## src/rtl/mcp4725_i2c_responder.sv

```systemverilog
// mcp4725_i2c_responder
//   I2C target that emulates the MCP4725 fast-write receiver. The external
//   SCL/SDA lines are synchronised, START/STOP and data bits are decoded, and
//   the target ACKs by pulling SDA low (open-drain). Each completed fast-write
//   byte pair updates a 12-bit DAC code.
//
//   Optional feature macro: MCP4725_PD_EN
//     defined     : pd carries bits[5:4] of the last accepted upper byte
//     not defined : pd is tied to 2'b00 and bits[5:4] are ignored
//
// Ports
//   clk        in   system clock (>= 16x SCL rate)
//   rst        in   asynchronous, active-high reset
//   scl        in   I2C clock line
//   sda_in     in   I2C data line as seen on the pad
//   sda_oe     out  1 = drive SDA low, 0 = release
//   dac_code   out  last accepted 12-bit DAC code
//   dac_valid  out  one-clock pulse when dac_code is updated
//   pd         out  power-down bits of the last accepted write
//   busy       out  high from an addressed START until the next STOP
module mcp4725_i2c_responder #(
  parameter logic [6:0] ADDR7       = 7'h60,
  parameter int         SYNC_STAGES = 2
) (
  input  logic        clk,
  input  logic        rst,
  input  logic        scl,
  input  logic        sda_in,
  output logic        sda_oe,
  output logic [11:0] dac_code,
  output logic        dac_valid,
  output logic [1:0]  pd,
  output logic        busy
);

  typedef enum logic [2:0] {
    S_IDLE, S_ADDR, S_ADDR_ACK, S_HI, S_HI_ACK, S_LO, S_LO_ACK, S_IGNORE
  } state_t;

  logic [SYNC_STAGES-1:0] scl_sync_q, sda_sync_q;
  logic                   scl_prev_q, sda_prev_q;

  state_t      state_q;
  logic [2:0]  cnt_q;
  logic [6:0]  shift_q;
  logic        ack_ph_q;
  logic        sda_oe_q;
  logic [11:0] dac_code_q;
  logic        dac_valid_q;
  logic        busy_q;
  logic [3:0]  code_hi_q;

  // Synchroniser and edge history. Reset to the idle-bus level (high) so
  // leaving reset never fabricates a bus condition.
  always_ff @(posedge clk or posedge rst) begin
    if (rst) begin
      scl_sync_q <= '1;
      sda_sync_q <= '1;
      scl_prev_q <= 1'b1;
      sda_prev_q <= 1'b1;
    end else begin
      scl_sync_q <= {scl_sync_q[SYNC_STAGES-2:0], scl};
      sda_sync_q <= {sda_sync_q[SYNC_STAGES-2:0], sda_in};
      scl_prev_q <= scl_sync_q[SYNC_STAGES-1];
      sda_prev_q <= sda_sync_q[SYNC_STAGES-1];
    end
  end

  logic scl_s, sda_s, scl_high, start_c, stop_c, scl_rise, scl_fall, in_ack;
  logic [7:0] byte_c;

  assign scl_s    = scl_sync_q[SYNC_STAGES-1];
  assign sda_s    = sda_sync_q[SYNC_STAGES-1];
  // SCL counts as high if either sample is high, so an SDA change coinciding
  // with an SCL edge is taken as a bus condition and the SCL edge is dropped.
  assign scl_high = scl_s | scl_prev_q;
  assign start_c  = scl_high & sda_prev_q & ~sda_s;
  assign stop_c   = scl_high & ~sda_prev_q & sda_s;
  assign scl_rise = scl_s & ~scl_prev_q & ~(start_c | stop_c);
  assign scl_fall = ~scl_s & scl_prev_q & ~(start_c | stop_c);
  assign byte_c   = {shift_q, sda_s};
  assign in_ack   = (state_q == S_ADDR_ACK) || (state_q == S_HI_ACK) ||
                    (state_q == S_LO_ACK);

`ifdef MCP4725_PD_EN
  logic [1:0] pd_n_q, pd_q;
  assign pd = pd_q;
`else
  assign pd = 2'b00;
`endif

  always_ff @(posedge clk or posedge rst) begin
    if (rst) begin
      state_q     <= S_IDLE;
      cnt_q       <= 3'd0;
      shift_q     <= 7'd0;
      ack_ph_q    <= 1'b0;
      sda_oe_q    <= 1'b0;
      dac_code_q  <= 12'd0;
      dac_valid_q <= 1'b0;
      busy_q      <= 1'b0;
      code_hi_q   <= 4'd0;
`ifdef MCP4725_PD_EN
      pd_n_q      <= 2'b00;
      pd_q        <= 2'b00;
`endif
    end else begin
      dac_valid_q <= 1'b0;
      // A running ACK slot is finished before bus conditions are honoured.
      if (start_c && !in_ack) begin
        state_q  <= S_ADDR;
        cnt_q    <= 3'd0;
        ack_ph_q <= 1'b0;
        sda_oe_q <= 1'b0;
      end else if (stop_c && !in_ack) begin
        state_q  <= S_IDLE;
        cnt_q    <= 3'd0;
        ack_ph_q <= 1'b0;
        sda_oe_q <= 1'b0;
        busy_q   <= 1'b0;
      end else begin
        case (state_q)
          S_ADDR, S_HI, S_LO: begin
            if (scl_rise) begin
              shift_q <= byte_c[6:0];
              cnt_q   <= cnt_q + 3'd1;
              if (cnt_q == 3'd7) begin
                ack_ph_q <= 1'b0;
                if (state_q == S_ADDR) begin
                  if (byte_c == {ADDR7, 1'b0}) begin
                    state_q <= S_ADDR_ACK;
                    busy_q  <= 1'b1;
                  end else begin
                    state_q <= S_IGNORE;
                  end
                end else if (state_q == S_HI) begin
                  if (byte_c[7:6] == 2'b00) begin
                    code_hi_q <= byte_c[3:0];
`ifdef MCP4725_PD_EN
                    pd_n_q    <= byte_c[5:4];
`endif
                    state_q   <= S_HI_ACK;
                  end else begin
                    state_q <= S_IGNORE;
                  end
                end else begin
                  dac_code_q  <= {code_hi_q, byte_c};
                  dac_valid_q <= 1'b1;
`ifdef MCP4725_PD_EN
                  pd_q        <= pd_n_q;
`endif
                  state_q     <= S_LO_ACK;
                end
              end
            end
          end
          S_ADDR_ACK, S_HI_ACK, S_LO_ACK: begin
            // First SCL fall drives the ACK, the second one releases it.
            if (scl_fall) begin
              if (!ack_ph_q) begin
                sda_oe_q <= 1'b1;
                ack_ph_q <= 1'b1;
              end else begin
                sda_oe_q <= 1'b0;
                ack_ph_q <= 1'b0;
                cnt_q    <= 3'd0;
                state_q  <= (state_q == S_HI_ACK) ? S_LO : S_HI;
              end
            end
          end
          default: ;
        endcase
      end
    end
  end

  assign sda_oe    = sda_oe_q;
  assign dac_code  = dac_code_q;
  assign dac_valid = dac_valid_q;
  assign busy      = busy_q;

endmodule
```

## config.mk

```make
export PLATFORM = sky130hd
export DESIGN_NAME = mcp4725_i2c_responder
export DESIGN_NICKNAME = d
export VERILOG_FILES = /design/src/rtl/mcp4725_i2c_responder.sv
export SDC_FILE = /design/constraint.sdc
export NUM_CORES = 1
export LEC_CHECK = 0
export ABC_AREA = 1
export CAP_MARGIN = 30
export CORE_MARGIN = 2
export CORE_UTILIZATION = 31
export DETAILED_ROUTE_END_ITERATION = 8
export PLACE_DENSITY_LB_ADDON = 0.1
export RECOVER_POWER = 25
export SLEW_MARGIN = 10
export SYNTH_ARGS = -nofsm -noshare
export SYNTH_HDL_FRONTEND = slang
export SYNTH_SLANG_ARGS = --single-unit
export TNS_END_PERCENT = 30
```

## constraint.sdc

```tcl
create_clock -name clk -period 2.48 [get_ports clk]
set_input_delay 0.248 -clock clk [delete_from_list [all_inputs] [get_ports clk]]
set_output_delay 0.248 -clock clk [all_outputs]
set_load 0.02 [all_outputs]
```

Word-level counts from Yosys, hierarchy flattened
Index checks and enable logic that the tools add are counted.
{"block": "op_classes", "n_addsub": 1, "mul": 0, "div_mod_pow": 0, "n_lt_le_gt_ge": 0, "eq_ne": 12, "shifts": 0, "mux": 41, "bitwise_logic": 19, "reduce_logical": 24}
{"cell": "two-way mux 3 bit", "n": 15}
{"cell": "two-way mux 1 bit", "n": 22}
{"cell": "!= test 4 bit (second input constant)", "n": 4}
{"cell": "equality test 3 bit (second input constant)", "n": 4}
{"cell": "one-hot mux 3 bit (2 select lines)", "n": 2}
{"cell": "AND reduction 4 bit", "n": 3}
{"cell": "nonzero test 2 bit", "n": 5}
{"cell": "NOT 1 bit", "n": 9}
{"cell": "bitwise AND 1 bit", "n": 8}
{"cell": "equality test 8 bit (second input constant)", "n": 1}
{"cell": "AND reduction 8 bit", "n": 1}
{"cell": "AND reduction 7 bit", "n": 1}
{"cell": "equality test 3 x 2 -> 1 bit (second input constant)", "n": 2}
{"cell": "AND reduction 6 bit", "n": 1}
{"cell": "nonzero test 3 bit", "n": 2}
{"cell": "OR reduction 3 bit", "n": 2}
{"cell": "AND reduction 5 bit", "n": 1}
{"cell": "nonzero test 4 bit", "n": 1}
{"cell": "adder 3 x 1 -> 3 bit (second input constant)", "n": 1}
{"cell": "equality test 3 x 1 -> 1 bit (second input constant)", "n": 1}
{"cell": "logical AND 1 bit", "n": 2}
{"cell": "zero test 2 bit", "n": 1}
{"cell": "logical OR 1 bit", "n": 2}
{"cell": "two-way mux 2 bit", "n": 1}
{"cell": "other kinds (4)", "n": 5}
{"block": "word_totals", "reg_bits": 39, "latch_bits": 0, "ramBits": 0, "rom_bits": 0, "in_bits": 4, "output_inout_bits": 17, "elab_cells": 110, "memories": 0}

Logic depth before layout (Yosys ltp)
{"block": "depth", "depth_word": 10, "mapped_depth": 10, "mapped_depth_nobuf": 10}

Worst setup path after synthesis
No wires, ideal clock.
{"block": "synth_path", "kind": "register to register", "from": "reg sda_sync_q[1]", "to": "reg dac_code_q[7] (netlist: dac_code[7])", "setup_time_ns": 0.119, "arrival_time_ns": 1.366, "slack_ns": 0.995, "path_stages_with_launch": 11, "synth_period_minus_slack_ns": 1.485, "cell_sequence": "dfstp_2 -> inv_2 -> nand2_2 -> inv_1 -> nand2_2 -> nand3_4 -> nor2_8 -> nand3_4 -> buf_6 -> nand2_2 -> o21ai_2"}
{"block": "synth_between", "elab_chain_len": 6, "word_cells_on_any_way": 11, "classes_between": "bitwise: 8; reduce/logical: 3"}
{"element": "start, declared", "line": "40", "text": "logic [SYNC_STAGES-1:0] scl_sync_q, sda_sync_q;"}
{"element": "start signal, assigned", "line": "63", "text": "sda_sync_q <= {sda_sync_q[SYNC_STAGES-2:0], sda_in};"}
{"element": "NOT 1 bit", "line": "77", "text": "assign start_c = scl_high & sda_prev_q & ~sda_s;"}
{"element": "bitwise AND 1 bit", "line": "77"}
{"element": "OR 1 bit", "line": "79", "text": "assign scl_rise = scl_s & ~scl_prev_q & ~(start_c | stop_c);"}
{"element": "NOT 1 bit", "line": "79"}
{"element": "bitwise AND 1 bit", "line": "79"}
{"element": "AND reduction 7 bit (no source line) *"}
{"element": "end signal, assigned", "line": "147", "text": "dac_code_q <= {code_hi_q, byte_c};"}
{"element": "end, declared", "line": "48", "text": "logic [11:0] dac_code_q;"}
Mark *: on every way between the ends. The rest lies on a longest branch, timed or not.
A chain may end at the register's enable or synchronous reset.

Worst setup path in the final report
{"block": "layout_path", "from": "reg sda_sync_q[1]", "to": "reg dac_code_q[11] (netlist: dac_code[11])"}
The elaborated chain is that of the path after synthesis.

==> impl_metrics.ini <==
[run_status]
outcome = finished, final reports clean

[setup_path]
worstPathRequired_ns = 2.71
critPathMaxStageDelay_ns = 0.60
r2r_cells = 10
critical_path_peak_fanout = 21
crit_path_top_delay_cell = dfstp_1
worstSetupPathType = register to register
end_kind = register
r2r_start = sda_sync_q[1]
crit_arrival_ns = 2.14
r2r_end = dac_code[11]
crit_chain = inv_2 -> nand2_2 -> inv_1 -> nand2_2 -> nand3_4 -> nor2_8 -> nand3_4 -> inv_2 -> nand2_1 -> nand2_1
start_kind = register
regToRegSetupSlack_ns = 0.57

[yosys]
synthFlopType = dfrtp_1
yosys.cell_types.count = 23
synth_edf_count = 0
syn-instance-count = 214
yosysSeqAreaShare_pct = 52.2
ys_warn_count = 0
synth_area_mm2 = 0.00188
yosys_register_bits = 39
synthArstFlopShare_pct = 100
avgSynthCellArea_um2 = 8.80

[cells_and_area]
final-seq-area_um2 = 983
n_fill_cell = 630
area_growth_pct = 17.0
multiInputGateArea_um2 = 754
insertedDiodeCount = 0
drive_above_1_share_pct = 18.2
instances_no_fill = 311
nNetsFinal = 241

[timing]
period_needed_ns = 1.91
setup_violations = 0
fmax_mhz = 523
skew_ns = 0.00860
final_hold_viol_count = 0
slew-limit-headroom_pct = 34.7
maxSlewViolCount = 0
worstMarginPinSlew_ns = 0.979
rsz0062_at_grt = false
finalSetupTns_ns = 0
post-route-period-util_pct = 77.1

[route]
viasPerCell = 4.37
first_pass_iters = 4
routedWlPerCell_um = 11.5
vias = 1358
drt_iter0_drc = 48
wirelength_mm = 3.59
postRouteAntennaNets = 0
drcViolationCount = 0

[power]
clkPwrFrac_pct = 23.7
vdd_drop_max_uv = 315
power.internal_mw = 1.12
p_per_area_mw_per_mm2 = 825
power_frac_comb_pct = 31.1
netSwitchingFraction_pct = 38.6
power.leakage_nw = 1.09
power.switching_mw = 0.701
finalPower_mw = 1.82
p_seq_share_pct = 45.3

[floorplan]
io_pins = 21
die_h_um = 81.9
num_rows = 28
die_w_um = 81.9
core_mm2 = 0.00589
die-area_mm2 = 0.00671
start_util_pct = 32.0

[hold_path]
holdCritStartpoint = sda_sync_q[0]
min_delay_path_depth = 0
hold_end = sda_sync_q[1]
hp-class = register to register

[global_routing]
grt_first_pass_wirelength_mm = 6.30
grt_pass1_vias = 1352
grt_max_degree = 40
grt-ovfl-total = 0
antenna_found_initial = 0
track_usage_pct = 12.7

[placed_design]
gp_congestion = 0.778
dp_cells = 303
port_buffers = 18
dp_hpwl_mm = 2.55

[cts]
postCtsSetupRepairBufs = 0
cts.sinks = 39
clk_path_buf_depth = 2
tritoncts = yes
postCtsResizedCells = 0
cts_buffers = 5
path_clk_slew_ns = 0.08
ctsHoldBuffers = 0
htreeDepth = 2
clockRootBuffer = clkbuf_8
clk_latency_ns = 0.29

[job]
timing.max_cap.violations = 0
## layer usage
| layer | global-route usage (%) | vias to the layer above | wire length [um] |
|---|---|---|---|
| li1 | - | 708 | - |
| met1 | 17.5 | 626 | 1800 |
| met2 | 18.9 | 18 | 1590 |
| met3 | 3.30 | 6 | 126 |
| met4 | 5.00 | 0 | 70 |
| met5 | 0 | - | 0 |
## cells by family (layout without fill, tap and decap cells)
kind of cell / count (synthesis) / in the layout / share of synthesized area [%]
flip-flops: 39 / 39 / 52.2
buffers and inverters: 33 / 54 / 7.91
other: 1 / 2 / 0.199
AO/OA/AOI/OAI: 27 / 27 / 9.57
adder cells (fa/ha/maj): 2 / 2 / 1.33
AND/OR/NAND/NOR: 112 / 112 / 28.8
## cell type report
cell class | instances | area share (%)
clock buffers | 6 | 3.29
clock inverters | 2 | 0.568
inverters | 27 | 4.60
multi-input cells | 143 | 34.2
flip-flops and latches | 39 | 44.6
well taps | 75 | 4.26
repair buffers | 19 | 8.40
## worst max path at each step
stage,end,slack [ns],startpoint,cells past startpoint
3_5_place_dp,dac_code[8],0.59,sda_sync_q[1],10
2_1_floorplan,dac_code[7],0.99,sda_sync_q[1],10
4_1_cts,dac_code[11],0.57,sda_sync_q[1],10
5_1_grt,dac_code[10],0.31,sda_sync_q[1],10
6_report,dac_code[11],0.57,sda_sync_q[1],10
3_3_place_gp,dac_code[8],0.63,sda_sync_q[1],10
## per-stage QoR
step	setup slack [ns]	instance area, um2	utilization, %	hold slack [ns]
floorplan	0.995	1890	-	0.252
global placement	0.634	2120	36.0	0.346
detailed placement	0.594	2120	36.0	0.348
CTS	0.574	2210	37.5	0.346
global route	0.313	2200	37.4	0.372
finish	0.569	2200	37.4	0.363
## power by group through the flow
stage	sequential [mW]	clock, mW	combinational [mW]
floorplan	0.809	0	0.471
global placement	0.836	0	0.579
detailed placement	0.837	0	0.576
CTS	0.826	0.452	0.577
global route	0.840	0.485	0.660
finish	0.823	0.430	0.565
## synth_stat cells, types with 2 or more instances
cell      n  share of area (%)
buf_6     2                1.2
inv_1    23                4.6
o21ai_0  13                3.5
a21oi_1   4                1.1
buf_2     2               0.53
inv_2     4               0.80
dfstp_2   6                8.4
nor2_2    3                1.0
nor3_1    3               0.80
dfrtp_1  33                 44
ha_1      2                1.3
buf_4     2               0.80
o21ai_2   9                4.2
nand2_2  10                3.3
nand2_1  63                 13
nor2_1   15                3.0
nand3_4   2                1.9
nand3_1   8                2.1
nand4_1   6                2.0
## sequential cells by signal (all words and copies together) (netlist names), 2 cells and up
register and cells:
shift_q 7, state_q 3, dac_code 12, sda_sync_q 2, scl_sync_q 2, code_hi_q 4
cnt_q 3
## cell usage in the layout (no fill, tap or decap), types with 2 or more instances in the layout
| cell | count |
|---|---|
| inv_1 | 23 |
| clkbuf_8 | 5 |
| inv_2 | 4 |
| dfrtp_1 | 33 |
| nand2_2 | 10 |
| o21ai_2 | 9 |
| ha_1 | 2 |
| dlygate4sd3_1 | 3 |
| nand3_4 | 2 |
| conb_1 | 2 |
| nand3_1 | 8 |
| nor2_2 | 3 |
| clkdlybuf4s50_1 | 15 |
| o21ai_0 | 13 |
| nor2_1 | 15 |
| nand2_1 | 63 |
| nor3_1 | 3 |
| nand4_1 | 6 |
| dfstp_2 | 4 |
| dfstp_1 | 2 |
| a21oi_1 | 4 |
## worst max-delay path: cells and delay by family, from the launching register on
kind                   cells  cell delay, ns
buffers and inverters      3            0.33
flip-flops                 1            0.60
AND/OR/NAND/NOR            7            0.91
Power figures use the tool's default switching activity.
